### src/rtl/fetch_queue.sv
// Instruction prefetch queue: issues word-aligned fetches under a credit limit,
// buffers in-order responses tagged with their PC and presents one per cycle to decode.
module fetch_queue #(
  parameter int               DEPTH    = 4,
  parameter int               XLEN     = 32,
  parameter logic [XLEN-1:0]  RESET_PC = '0
) (
  input  logic                       clk,
  input  logic                       reset,
  output logic                       imem_req,
  output logic [XLEN-1:0]            imem_addr,
  input  logic                       imem_gnt,
  input  logic                       imem_rvalid,
  input  logic [XLEN-1:0]            imem_rdata,
  input  logic                       redirect_valid,
  input  logic [XLEN-1:0]            redirect_pc,
  input  logic                       stall_D,
  output logic                       instr_valid,
  output logic [XLEN-1:0]            instr,
  output logic [XLEN-1:0]            instr_pc,
  output logic [$clog2(DEPTH):0]     occupancy
);

  localparam int PW = $clog2(DEPTH);
  localparam int CW = PW + 1;
  // Stale responses can pile up across repeated redirects against a slow memory.
  localparam int DW = CW + 4;
  localparam logic [XLEN-1:0] NOP = XLEN'(32'h0000_0013);

  function automatic logic [XLEN-1:0] next_pc(input logic [XLEN-1:0] pc);
    return pc + XLEN'(4);
  endfunction

  function automatic logic [XLEN-1:0] word_align(input logic [XLEN-1:0] pc);
    return {pc[XLEN-1:2], 2'b00};
  endfunction

  logic [XLEN-1:0] fetch_pc, resp_pc;
  logic [XLEN-1:0] q_pc   [DEPTH];
  logic [XLEN-1:0] q_data [DEPTH];
  logic [PW-1:0]   head, tail;
  logic [CW-1:0]   count, outstanding;
  logic [DW-1:0]   drop, in_flight, drop_redirect;
  logic [CW:0]     used;
  logic            credit, issue, push, pop;

  always_comb begin
    used          = {1'b0, count} + {1'b0, outstanding};
    credit        = used < (CW+1)'(DEPTH);
    imem_req      = reset & credit & ~redirect_valid;
    imem_addr     = fetch_pc;
    issue         = imem_req & imem_gnt;
    push          = imem_rvalid & (drop == '0) & (outstanding != '0) & ~redirect_valid;
    pop           = (count != '0) & ~stall_D & ~redirect_valid;
    in_flight     = drop + DW'(outstanding);
    drop_redirect = (imem_rvalid && in_flight != '0) ? in_flight - DW'(1) : in_flight;
    instr_valid   = (count != '0);
    instr         = instr_valid ? q_data[head] : NOP;
    instr_pc      = instr_valid ? q_pc[head]   : '0;
    occupancy     = count;
  end

  // Control state: PCs, pointers and credit/drop bookkeeping
  always_ff @(posedge clk or negedge reset) begin
    if (!reset) begin
      fetch_pc    <= RESET_PC;
      resp_pc     <= RESET_PC;
      head        <= '0;
      tail        <= '0;
      count       <= '0;
      outstanding <= '0;
      drop        <= '0;
    end else if (redirect_valid) begin
      fetch_pc    <= word_align(redirect_pc);
      resp_pc     <= word_align(redirect_pc);
      head        <= '0;
      tail        <= '0;
      count       <= '0;
      outstanding <= '0;
      drop        <= drop_redirect;
    end else begin
      if (issue) fetch_pc <= next_pc(fetch_pc);
      if (push) begin
        resp_pc <= next_pc(resp_pc);
        tail    <= tail + PW'(1);
      end
      if (pop) head <= head + PW'(1);
      count       <= count + CW'(push) - CW'(pop);
      outstanding <= outstanding + CW'(issue) - CW'(push);
      if (imem_rvalid && drop != '0) drop <= drop - DW'(1);
    end
  end

  // Queue storage carries data only, so it is left out of reset
  always_ff @(posedge clk) begin
    if (push) begin
      q_pc[tail]   <= resp_pc;
      q_data[tail] <= imem_rdata;
    end
  end

endmodule

### config.mk
export PLATFORM = sky130hd
export DESIGN_NAME = fetch_queue
export DESIGN_NICKNAME = d
export VERILOG_FILES = /design/src/rtl/fetch_queue.sv
export SDC_FILE = /design/constraint.sdc
export NUM_CORES = 1
export LEC_CHECK = 0
export BUFFER_PORTS_ARGS = -buffer_cell sky130_fd_sc_hd__buf_2
export CORE_AREA = 2 2 182 184
export CTS_CLUSTER_DIAMETER = 60
export CTS_CLUSTER_SIZE = 28
export DETAILED_ROUTE_END_ITERATION = 12
export DIE_AREA = 0 0 184 186
export SETUP_SLACK_MARGIN = 0.15
export SLEW_MARGIN = 10
export SYNTH_ARGS = -nofsm -noshare
export SYNTH_HDL_FRONTEND = slang
export SYNTH_SLANG_ARGS = --single-unit
### constraint.sdc
create_clock -name clk -period 7.5 [get_ports clk]
set_input_delay 1.5 -clock clk [delete_from_list [all_inputs] [get_ports clk]]
set_output_delay 1.5 -clock clk [all_outputs]
set_load 0.05 [all_outputs]
# Word-level counts from Yosys, hierarchy flattened
# Memory sizes are Yosys's and may differ from the RTL's.
# Cells that the tools add are included.
dict set report totals {
  in_bits 70
  mem_count 2
  output_inout_bits 101
  regBits 81
  mem_bits_rw 256
}
dict set report classes {
  reduce_logical 11
  n_lt_le_gt_ge 1
  add_sub_neg 12
  n_bitwise 10
  n_mux 17
}
# memory depth word_bits read_ports rd_clocked_by_memory_dff write_ports line_no
set mem_list {}
lappend mem_list {q_data 4 32 1 0 1 40} ;# logic [XLEN-1:0] q_data [DEPTH];
lappend mem_list {q_pc 4 32 1 0 1 39} ;# logic [XLEN-1:0] q_pc [DEPTH];
# op n
set ops {}
lappend ops {{$mux W32} 6}
lappend ops {{$add A32 B3 Y32 const B} 2}
lappend ops {{$mux W7} 3}
lappend ops {{$reduce_bool A7 Y1} 2}
lappend ops {{$sub A7 B1 Y7 const B} 2}
lappend ops {{$and A1 B1 Y1} 8}
lappend ops {{$mux W2} 4}
lappend ops {{$reduce_bool A2 Y1} 4}
lappend ops {{$add A7 B3 Y7} 1}
lappend ops {{$logic_not A7 Y1} 1}
lappend ops {{$add A3 B1 Y3} 2}
lappend ops {{$mux W3} 2}
lappend ops {{$reduce_bool A3 Y1} 2}
lappend ops {{$sub A3 B1 Y3} 2}
lappend ops {{$add A2 B1 Y2 const B} 2}
lappend ops {{$add A3 B3 Y4} 1}
lappend ops {{$lt A4 B3 Y1 const B} 1}
lappend ops {{$logic_and A1 B1 Y1} 2}
lappend ops {{$mux W1} 2}
lappend ops {{$not A1 Y1} 2}

# Depth between registers and ports, before layout
# Gate-level depths: netlist (run 1).
dict set report depth {
  ltp_word 8
  ltp_mapped 13
}

# Worst setup path after synthesis (run 1)
# No wires, ideal clock.
dict set report synth_timing {
  kind {input to register}
  startpoint {in imem_rvalid}
  endpoint {mem q_data[0][0] (enable)}
  t_required_ns 7.074
  setup_slack_ns 3.432
  n_path_buf 1
  t_arrival_ns 3.642
  cell_stages 5
  path_cell_list {o31a_1 > nand4_1 > buf_2 > nor2_1 > and2_1}
}
dict set report synth_between {
  elab_chain_cells 5
}
# element line_no
set synth_lines {}
lappend synth_lines {{start: declaration} 13} ;# input logic imem_rvalid,
lappend synth_lines {{$and A1 B1 Y1 (3 in series)} 53} ;# push = imem_rvalid & (drop == '0) & (outstanding != '0) & ~redirect_valid;
lappend synth_lines {{$mux W1} 96} ;# if (push) begin
lappend synth_lines {{$mux W1 (not written as such)} 98} ;# q_data[tail] <= imem_rdata;
lappend synth_lines {{end: declaration} 40}
# No other way between the ends.

# Worst setup path after layout (run 1)
dict set report layout_timing {
  startpoint {reg head[0]}
  endpoint {out instr_pc[16]}
}
dict set report layout_between {
  elab_chain_cells 2
}
# element line_no
set layout_lines {}
lappend layout_lines {{start: declaration} 41} ;# logic [PW-1:0] head, tail;
lappend layout_lines {{start signal: assignment} 87} ;# if (pop) head <= head + PW'(1);
lappend layout_lines {{$mem_v2 Z4 W32} --}
lappend layout_lines {{$mux W32} 59} ;# instr_pc = instr_valid ? q_pc[head] : '0;
lappend layout_lines {{end: declaration} 20} ;# output logic [XLEN-1:0] instr_pc,
# No other way between the ends.

==> results of run 1 <==
sequential cells by signal (all words and copies together) (netlist names):
name	cells
q_data	128
q_pc	120
imem_addr	30
resp_pc	30
drop	7
occupancy	3
outstanding	3
head	2
tail	2
final timing paths:
kind	from	end	slack, ns	cells after the start
max	head[0]	instr_pc[16]	2.84	4
min	tail[1]	tail[1]	0.59	2
max reg2reg	drop[3]	q_data[0][18]	3.74	5
min reg2reg	tail[1]	tail[1]	0.59	2
max in group asynchronous	reset	head[0]	5.61	2
min in group asynchronous	reset	imem_addr[7]	0.93	1
cell families (layout without fill, tap and decap cells):
group	Yosys count	count (layout)	share of synthesized area, %
DFF	325	325	65.63
other	1	4	0.02625
xor gates and xnor gates	58	58	3.556
AOI/OAI and AO/OA	89	89	3.986
muxes	85	85	11.58
adders and majority gates	21	21	1.997
buffers and inverters	73	247	2.190
and+or+nand+nor	292	292	11.04
layer usage:
layer  up-vias  track usage, %
li1       3883               -
met1      4138           25.26
met2       237           28.88
met3        32           2.465
met4         0           3.680
met5         -               0
cells in the mapped netlist (24+ instances only):
library cell	n
edfxtp_1	248
dfrtp_1	77
nand2_1	68
nor2b_1	67
mux4_2	62
nor2_1	38
nand3_1	33
o21ai_0	33
xor2_1	30
clkbuf_1	29
xnor2_1	28
inv_1	24
power by group:
| group | switching [mW] | internal (mW) | leakage (nW) | total [mW] |
|---|---|---|---|---|
| Clock | 0.714 | 0.756 | 0.454 | 1.47 |
| Combinational | 1.05 | 0.468 | 2.29 | 1.52 |
| Sequential | 0.164 | 2.01 | 3.16 | 2.17 |
cell type report:
type	count	area share, %
sequential	325	57.07
multi-input combinational	549	28.10
timing repair buffer	174	5.466
clock buffer	31	4.263
tap	408	3.106
clock inverter	17	1.424
inverter	25	0.5710
worst reg2reg max path: stages (launching register included):
cell,delay (ns)
dfrtp_1,0.57
nor3_2,0.41
nand4_1,0.60
nor2_1,0.54
and2_2,0.62
buf_4,0.65
cells in the final DEF (no fill, tap or decap), types with 27 or more instances in the layout:
| cell | n |
|---|---|
| edfxtp_1 | 248 |
| nand2_1 | 68 |
| xor2_1 | 30 |
| clkbuf_16 | 27 |
| buf_2 | 163 |
| mux4_2 | 62 |
| nor2_1 | 38 |
| o21ai_0 | 33 |
| nor2b_1 | 67 |
| xnor2_1 | 28 |
| nand3_1 | 33 |
| dfrtp_1 | 75 |
==> results.py, run 1 <==
metrics = {
    "pwr": {
        "power_density_nw_per_um2": 313.7,
        "ir_worst_vdd_mv": 0.1847,
        "p_leak_nw": 5.911,
        "power_mw": 5.156,
    },
    "synth": {
        "synthTopCellsByArea": "edfxtp_1 (52%), dfrtp_1 (13%), mux4_2 (9.8%)",
        "ys.flop_type": "edfxtp_1",
        "ys_types": 61,
        "synth_edf_count": 248,
        "yosysTopAreaCell": "edfxtp_1",
        "syn_area_um2": 14280,
        "yosysWarnings": 0,
        "synth_area_per_cell_um2": 15.13,
        "synthArstFlopShare_pct": 23.69,
        "synthCells": 944,
        "seq_area_frac_synth_pct": 65.63,
        "netlist.area_leader.share_pct": 52.14,
        "ys_seq_elements": 325,
    },
    "finish": {
        "layout-drive-gt1-share_pct": 28.72,
        "fin_util_pct": 51.03,
        "seqCellArea_um2": 9379,
        "multi_input_area_um2": 4618,
        "final_area_um2": 16430,
        "nNetsFinal": 1192,
        "fin_cells": 1529,
        "antennaDiodeCount": 0,
        "synthToLayoutAreaGrowth_pct": 15.06,
        "nFillCells": 2745,
    },
    "setup_path": {
        "max_stage_delay_ns": 0.93,
        "worstPathCellList": "buf_4 -> mux4_2 -> nor2b_1 -> buf_2",
        "critPathCaptureType": "output port",
        "start_kind": "register",
        "cp_num_buf_inv": 2,
        "required_ns": 6.00,
        "slowest_stage": "dfrtp_4",
        "cp_max_fo": 38,
        "arrival_ns": 3.16,
        "critPathKind": "register to output port",
        "path_delay_family": "flip-flops",
    },
    "floorplan": {
        "core_um2": 32210,
        "ios": 171,
        "fp.dieH_um": 186,
        "num_rows": 66,
        "start_util_pct": 44.35,
        "die_x_um": 184,
        "dieArea_um2": 34220,
    },
    "global_routing": {
        "grt_pass1_vias": 8367,
        "grt_overflow": 0,
        "antenna_found_initial": 0,
        "grt_pass1_wl_um": 46730,
        "grtUsageTotal_pct": 17.60,
        "grt_max_degree": 66,
    },
    "placed_design": {
        "io_buffer_count": 164,
        "gp_congestion": 0.8086,
        "placed_cells": 1481,
        "placed_cell_area_um2": 15500,
        "dpl.hpwl_um": 18900,
        "pre_cts_slack_ns": 2.807,
    },
    "clock_tree": {
        "postCtsSetupBuffers": 0,
        "cts_tree": "built",
        "cts_buffers": 26,
        "cts_root_buf": "clkbuf_16",
        "cts.sinks": 325,
        "ctsHoldBuffers": 0,
        "ctsResizeCount": 0,
        "cts-htree-levels": 1,
        "clockBufferDepth": 3,
        "clkLatencyLatePin_ns": 0.54,
        "path_clk_slew_ns": 0.08,
    },
    "detailed_routing": {
        "first_iter_violations": 527,
        "detail-route-antenna-nets": 0,
        "dr_wl_met3_um": 1576,
        "drt_pass1_iterations": 5,
        "routedWlPerCell_um": 19.47,
        "drt-met1-wl_um": 13860,
        "route.met2.wl_um": 13830,
        "via_per_inst": 5.422,
        "wl_um": 29780,
        "highest_layer": "met4",
        "drc_errors": 0,
        "vias": 8290,
    },
    "timing": {
        "worst_pin_slew_ns": 0.9592,
        "fmax_ghz": 0.2145,
        "tns_ns": 0,
        "hold_violations": 0,
        "rsz0062_at_grt": "no",
        "relSlewSlack_pct": 35.82,
        "holdWs_ns": 0.5855,
        "fin_ws_ns": 2.839,
        "period_needed_ns": 4.661,
        "clock_skew_ns": 0.01701,
        "setup_viol": 0,
        "slew_viol_final": 0,
        "period_share_pct": 62.15,
    },
    "hold_path": {
        "hold_path.class": "register to register",
    },
    "flow_run": {
        "drv_cap": 0,
    },
    "run_status": {
        "status": "completed",
    },
}
Power figures use the tool's default switching activity.
==> run 2, diff against run 1 <==
clock period = 4.46 ns   (was 7.5 ns; I/O delays follow)
==> run 2 against run 1 <==
  * Total power rose by 63%
  * Hold slack got worse by 0.084 ns
  * Global-route usage decreased by 0.27 points
  * Via count shrank 0.18%
  * Clock power is 49% higher
  * Die area unchanged
  * Sequential share of layout area up 0.14 points
  * Clock skew grew 0.0075 ns
  * Combinational power grew 69%
  * Setup slack worse by 2.0 ns
  * Clock-buffer cell count shrank 7
==> results.py, run 2 (synthesis gave the netlist of run 1 again) <==
metrics = {
    "run_status": {
        "status": "completed",
    },
    "setup_path": {
        "ff2ff_path_depth": 12,
        "worstPathCellList": "buf_4 -> mux4_2 -> nor2b_1 -> buf_2",
        "critPathKind": "register to output port",
        "regToRegSetupSlack_ns": 1.40,
        "rr_startpoint": "drop[3]",
        "max_stage_delay_ns": 0.80,
        "path_delay_family": "flip-flops",
        "crit_path_start": "head[0]",
        "start_kind": "register",
        "reg2reg_to": "occupancy[2]",
        "path_depth": 4,
        "slowest_stage": "dfrtp_4",
        "required_ns": 3.57,
        "arrival_ns": 2.69,
        "cp_max_fo": 28,
        "cp_num_buf_inv": 2,
        "critPathCaptureType": "output port",
        "critPathCapture": "instr[6]",
    },
    "pwr": {
        "power_mw": 8.396,
        "p_clk_share_pct": 26.1,
        "pwr-share-comb_pct": 30.6,
        "switchingPower_mw": 3.150,
        "ir_worst_vdd_mv": 0.2482,
        "seq_power_share_pct": 43.2,
        "power.share.switching_pct": 37.52,
        "p_int_mw": 5.246,
        "power_density_nw_per_um2": 512.1,
        "p_leak_nw": 5.875,
    },
    "timing": {
        "worst_pin_slew_ns": 0.8714,
        "setup_viol": 0,
        "tns_ns": 0,
        "holdWs_ns": 0.5011,
        "period_needed_ns": 3.583,
        "slew_viol_final": 0,
        "clock_skew_ns": 0.02452,
        "hold_violations": 0,
        "rsz0062_at_grt": "no",
        "fmax_ghz": 0.2791,
        "period_share_pct": 80.34,
        "relSlewSlack_pct": 41.69,
    },
    "floorplan": {
        "ios": 171,
        "die_x_um": 184,
        "num_rows": 66,
        "fp.dieH_um": 186,
        "core_um2": 32210,
        "start_util_pct": 44.35,
        "dieArea_um2": 34220,
    },
    "detailed_routing": {
        "drc_errors": 0,
        "vias": 8275,
        "first_iter_violations": 505,
        "wl_um": 29550,
        "detail-route-antenna-nets": 0,
        "routedWlPerCell_um": 19.38,
        "via_per_inst": 5.426,
        "drt_pass1_iterations": 5,
    },
    "global_routing": {
        "grt_max_degree": 66,
        "grt_pass1_vias": 8188,
        "grtUsageTotal_pct": 17.33,
        "grt_pass1_wl_um": 46110,
        "antenna_found_initial": 1,
        "grt_overflow": 0,
    },
    "finish": {
        "nFillCells": 2757,
        "final_common_cell": "edfxtp_1",
        "synthToLayoutAreaGrowth_pct": 14.78,
        "final_area_um2": 16390,
        "largest_reg_flops": 128,
        "fin_util_pct": 50.91,
        "top_register": "q_data",
        "nNetsFinal": 1193,
        "antennaDiodeCount": 0,
        "layout-drive-gt1-share_pct": 28.47,
        "top_regs": "q_data (128), q_pc (120)",
        "final_cell_mix": "edfxtp_1 (248), buf_2 (163), dfrtp_1 (75), nand2_1 (68), nor2b_1 (67)",
    },
    "hold_path": {
        "hold_path.class": "input port to asynchronous set/reset pin",
    },
    "clock_tree": {
        "clockBufferDepth": 3,
        "cts.sinks": 325,
        "postCtsSetupBuffers": 0,
        "cts-htree-levels": 1,
        "ctsHoldBuffers": 0,
        "cts_buffers": 23,
        "cts_tree": "built",
        "ctsResizeCount": 0,
        "cts_root_buf": "clkbuf_16",
        "clkLatencyLatePin_ns": 0.54,
        "path_clk_slew_ns": 0.08,
    },
    "placed_design": {
        "dpl.hpwl_um": 19180,
        "io_buffer_count": 164,
        "placed_cell_area_um2": 15610,
        "gp_congestion": 0.8262,
    },
    "flow_run": {
        "drv_cap": 0,
    },
}
==> run 2: cell types whose count changed in the layout (fill, tap and decap cells not counted), sizes merged <==
cell,change
inv,-4
clkinv,+4
buf,+4
clkbuf,-7
clkinvlp,-1
==> run 2: power groups by stage <==
stage | logic, mW | clock network, mW | registers (mW)
after detailed placement | 2.61 | 0 | 3.70
after global placement | 2.60 | 0 | 3.70
after global routing | 2.77 | 2.36 | 3.67
after CTS | 2.62 | 2.26 | 3.63
final | 2.57 | 2.19 | 3.63
after floorplan | 1.97 | 0 | 3.68
==> run 2: routing by layer <==
layer / track usage, % / vias to the layer above / part of all wire [%]
met2: 27.17 / 235 / 45
li1: - / 3881 / -
met3: 2.230 / 38 / 5.3
met1: 25.94 / 4119 / 47
met4: 4.096 / 2 / 2.3
met5: 0 / - / 0.044
==> run 2: layout make-up <==
class / count / area (um^2) / share of cell area, %
clock buffers: 24 / 579.3 / 3.534
repair buffers: 178 / 1003 / 6.121
well taps: 408 / 510.5 / 3.114
flip-flops and latches: 325 / 9379 / 57.21
inverters: 25 / 93.84 / 0.5724
multi-input cells: 549 / 4618 / 28.17
clock inverters: 16 / 210.2 / 1.282
==> run 2: worst register-to-register path, stage by stage (launching register included) <==
cell,delay (ns)
dfrtp_1,0.58
nor3_2,0.45
nand4_1,0.16
buf_4,0.22
nor2_1,0.34
inv_1,0.09
ha_1,0.27
inv_1,0.05
ha_1,0.13
inv_1,0.05
fa_1,0.38
xnor2_1,0.18
nor2_1,0.05
==> run 2: how the worst min path moves through the flow <==
stage / from / to / slack [ns] / cells after the start
after floorplan: resp_pc[21] / q_pc[0][21] / 0.49 / 0
after global placement: imem_addr[17] / imem_addr[17] / 0.55 / 1
after detailed placement: imem_addr[31] / imem_addr[31] / 0.55 / 2
after CTS: reset / imem_addr[6] / 0.51 / 2
after global routing: reset / imem_addr[6] / 0.54 / 2
final: reset / imem_addr[7] / 0.50 / 2
==> run 2: stage by stage <==
step                std cells  setup slack, ns
global placement         1485           0.9962
finish                   1525           0.8769
global route             1525           0.6716
detailed placement       1485           0.9625
floorplan                 947           0.9996
CTS                      1525           0.7792
==> run 3, diff against run 2 <==
clock period = 3.7 ns   (was 4.46 ns; I/O delays follow)
==> run 3 against run 2 <==
  * Final cell count grew 1.4%
  * Die area is the same
  * Sequential share of layout area shrank 1.2 points
  * Critical endpoint is now instr_pc[16]
  * Largest power group unchanged
==> results.py, run 3 (synthesis gave the netlist of run 1 again) <==
metrics = {
    "clock_tree": {
        "clkLatencyLatePin_ns": 0.56,
        "postCtsSetupBuffers": 0,
        "cts-htree-levels": 1,
        "ctsResizeCount": 0,
        "cts_root_buf": "clkbuf_16",
        "ctsHoldBuffers": 0,
        "path_clk_slew_ns": 0.07,
        "clockBufferDepth": 3,
        "cts_buffers": 29,
        "cts.sinks": 325,
        "cts_tree": "built",
    },
    "run_status": {
        "status": "completed",
    },
    "pwr": {
        "seq_power_share_pct": 40.4,
        "switchingPower_mw": 3.895,
        "power_density_nw_per_um2": 644.1,
        "power_mw": 10.80,
        "p_leak_nw": 6.064,
        "p_clk_share_pct": 30.2,
        "pwr-share-comb_pct": 29.4,
        "ir_worst_vdd_mv": 0.3749,
        "p_int_mw": 6.901,
        "power.share.switching_pct": 36.08,
    },
    "finish": {
        "synthToLayoutAreaGrowth_pct": 17.34,
        "antennaDiodeCount": 0,
        "final_cell_mix": "edfxtp_1 (248), buf_2 (163), dfrtp_1 (75), nand2_1 (68), nor2b_1 (67)",
        "layout-drive-gt1-share_pct": 30.03,
        "nFillCells": 2714,
        "largest_reg_flops": 128,
        "nNetsFinal": 1207,
        "top_register": "q_data",
        "fin_cells": 1547,
        "final_common_cell": "edfxtp_1",
        "top_regs": "q_data (128), q_pc (120)",
    },
    "setup_path": {
        "critPathKind": "register to output port",
        "arrival_ns": 2.52,
        "critPathCaptureType": "output port",
        "cp_max_fo": 24,
        "crit_path_start": "head[0]",
        "start_kind": "register",
        "reg2reg_to": "occupancy[2]",
        "regToRegSetupSlack_ns": 0.80,
        "rr_startpoint": "drop[3]",
        "required_ns": 2.96,
        "ff2ff_path_depth": 11,
    },
    "floorplan": {
        "core_um2": 32210,
        "die_x_um": 184,
        "start_util_pct": 44.35,
        "dieArea_um2": 34220,
        "ios": 171,
        "fp.dieH_um": 186,
        "num_rows": 66,
    },
    "detailed_routing": {
        "drt_pass1_iterations": 4,
        "via_per_inst": 5.412,
        "wl_um": 30410,
        "vias": 8373,
        "detail-route-antenna-nets": 0,
        "first_iter_violations": 529,
        "drc_errors": 0,
        "routedWlPerCell_um": 19.66,
    },
    "timing": {
        "rsz0062_at_grt": "no",
        "hold_violations": 0,
        "fmax_ghz": 0.3070,
        "period_share_pct": 88.05,
        "worst_pin_slew_ns": 0.6848,
        "holdWs_ns": 0.3308,
        "period_needed_ns": 3.258,
        "clock_skew_ns": 0.02672,
        "tns_ns": 0,
        "fin_ws_ns": 0.4423,
        "setup_viol": 0,
        "slew_viol_final": 0,
        "relSlewSlack_pct": 54.35,
    },
    "global_routing": {
        "antenna_found_initial": 0,
        "grtUsageTotal_pct": 17.91,
        "grt_pass1_wl_um": 47290,
        "grt_pass1_vias": 8350,
        "grt_max_degree": 66,
        "grt_overflow": 0,
    },
    "placed_design": {
        "dpl.hpwl_um": 19740,
        "io_buffer_count": 164,
        "gp_congestion": 0.7989,
        "pre_cts_slack_ns": 0.6786,
        "placed_cells": 1493,
    },
    "hold_path": {
        "hold_path.class": "input port to asynchronous set/reset pin",
    },
    "flow_run": {
        "drv_cap": 0,
    },
}
-- run 3: area by class of cell --
type                       instances  area, um^2  area share (%)
sequential                       325        9379           55.96
clock inverter                    21       286.5           1.710
multi-input combinational        549        4618           27.56
tap                              408       510.5           3.046
inverter                          25       93.84          0.5599
timing repair buffer             186        1101           6.570
clock buffer                      33       770.7           4.599
-- run 3: worst max-delay path: stages (launching register included) --
cell and delay (ns):
dfrtp_4 0.71, buf_12 0.30, mux4_2 0.52, nor2b_1 0.19, buf_2 0.24
-- run 3: per-layer routing --
metal	wire length, um	up-vias	GRT usage [%]
li1	-	3918	-
met1	14040	4184	25.78
met2	14260	233	29.22
met3	1609	38	2.563
met4	498	0	3.776
met5	0	-	0
-- run 3: per-stage QoR --
step / instance area, um^2 / util [%]
after floorplan: 14300 / -
after global placement: 15700 / 48.76
after detailed placement: 15700 / 48.76
after CTS: 16760 / 52.04
after global routing: 16760 / 52.04
final: 16760 / 52.04
-- run 3: power by group through the flow --
stage	Sequential [mW]	Combinational, mW	Clock, mW
after floorplan	4.44	2.38	0
after global placement	4.44	3.21	0
after detailed placement	4.44	3.23	0
after CTS	4.36	3.23	3.34
after global routing	4.40	3.42	3.48
final	4.36	3.18	3.26
-- run 3: worst max-delay path by stage --
stage,end
2_1_floorplan,q_data[0][0]
3_3_place_gp,occupancy[2]
3_5_place_dp,occupancy[2]
4_1_cts,instr_pc[16]
5_1_grt,instr_pc[16]
6_report,instr_pc[16]
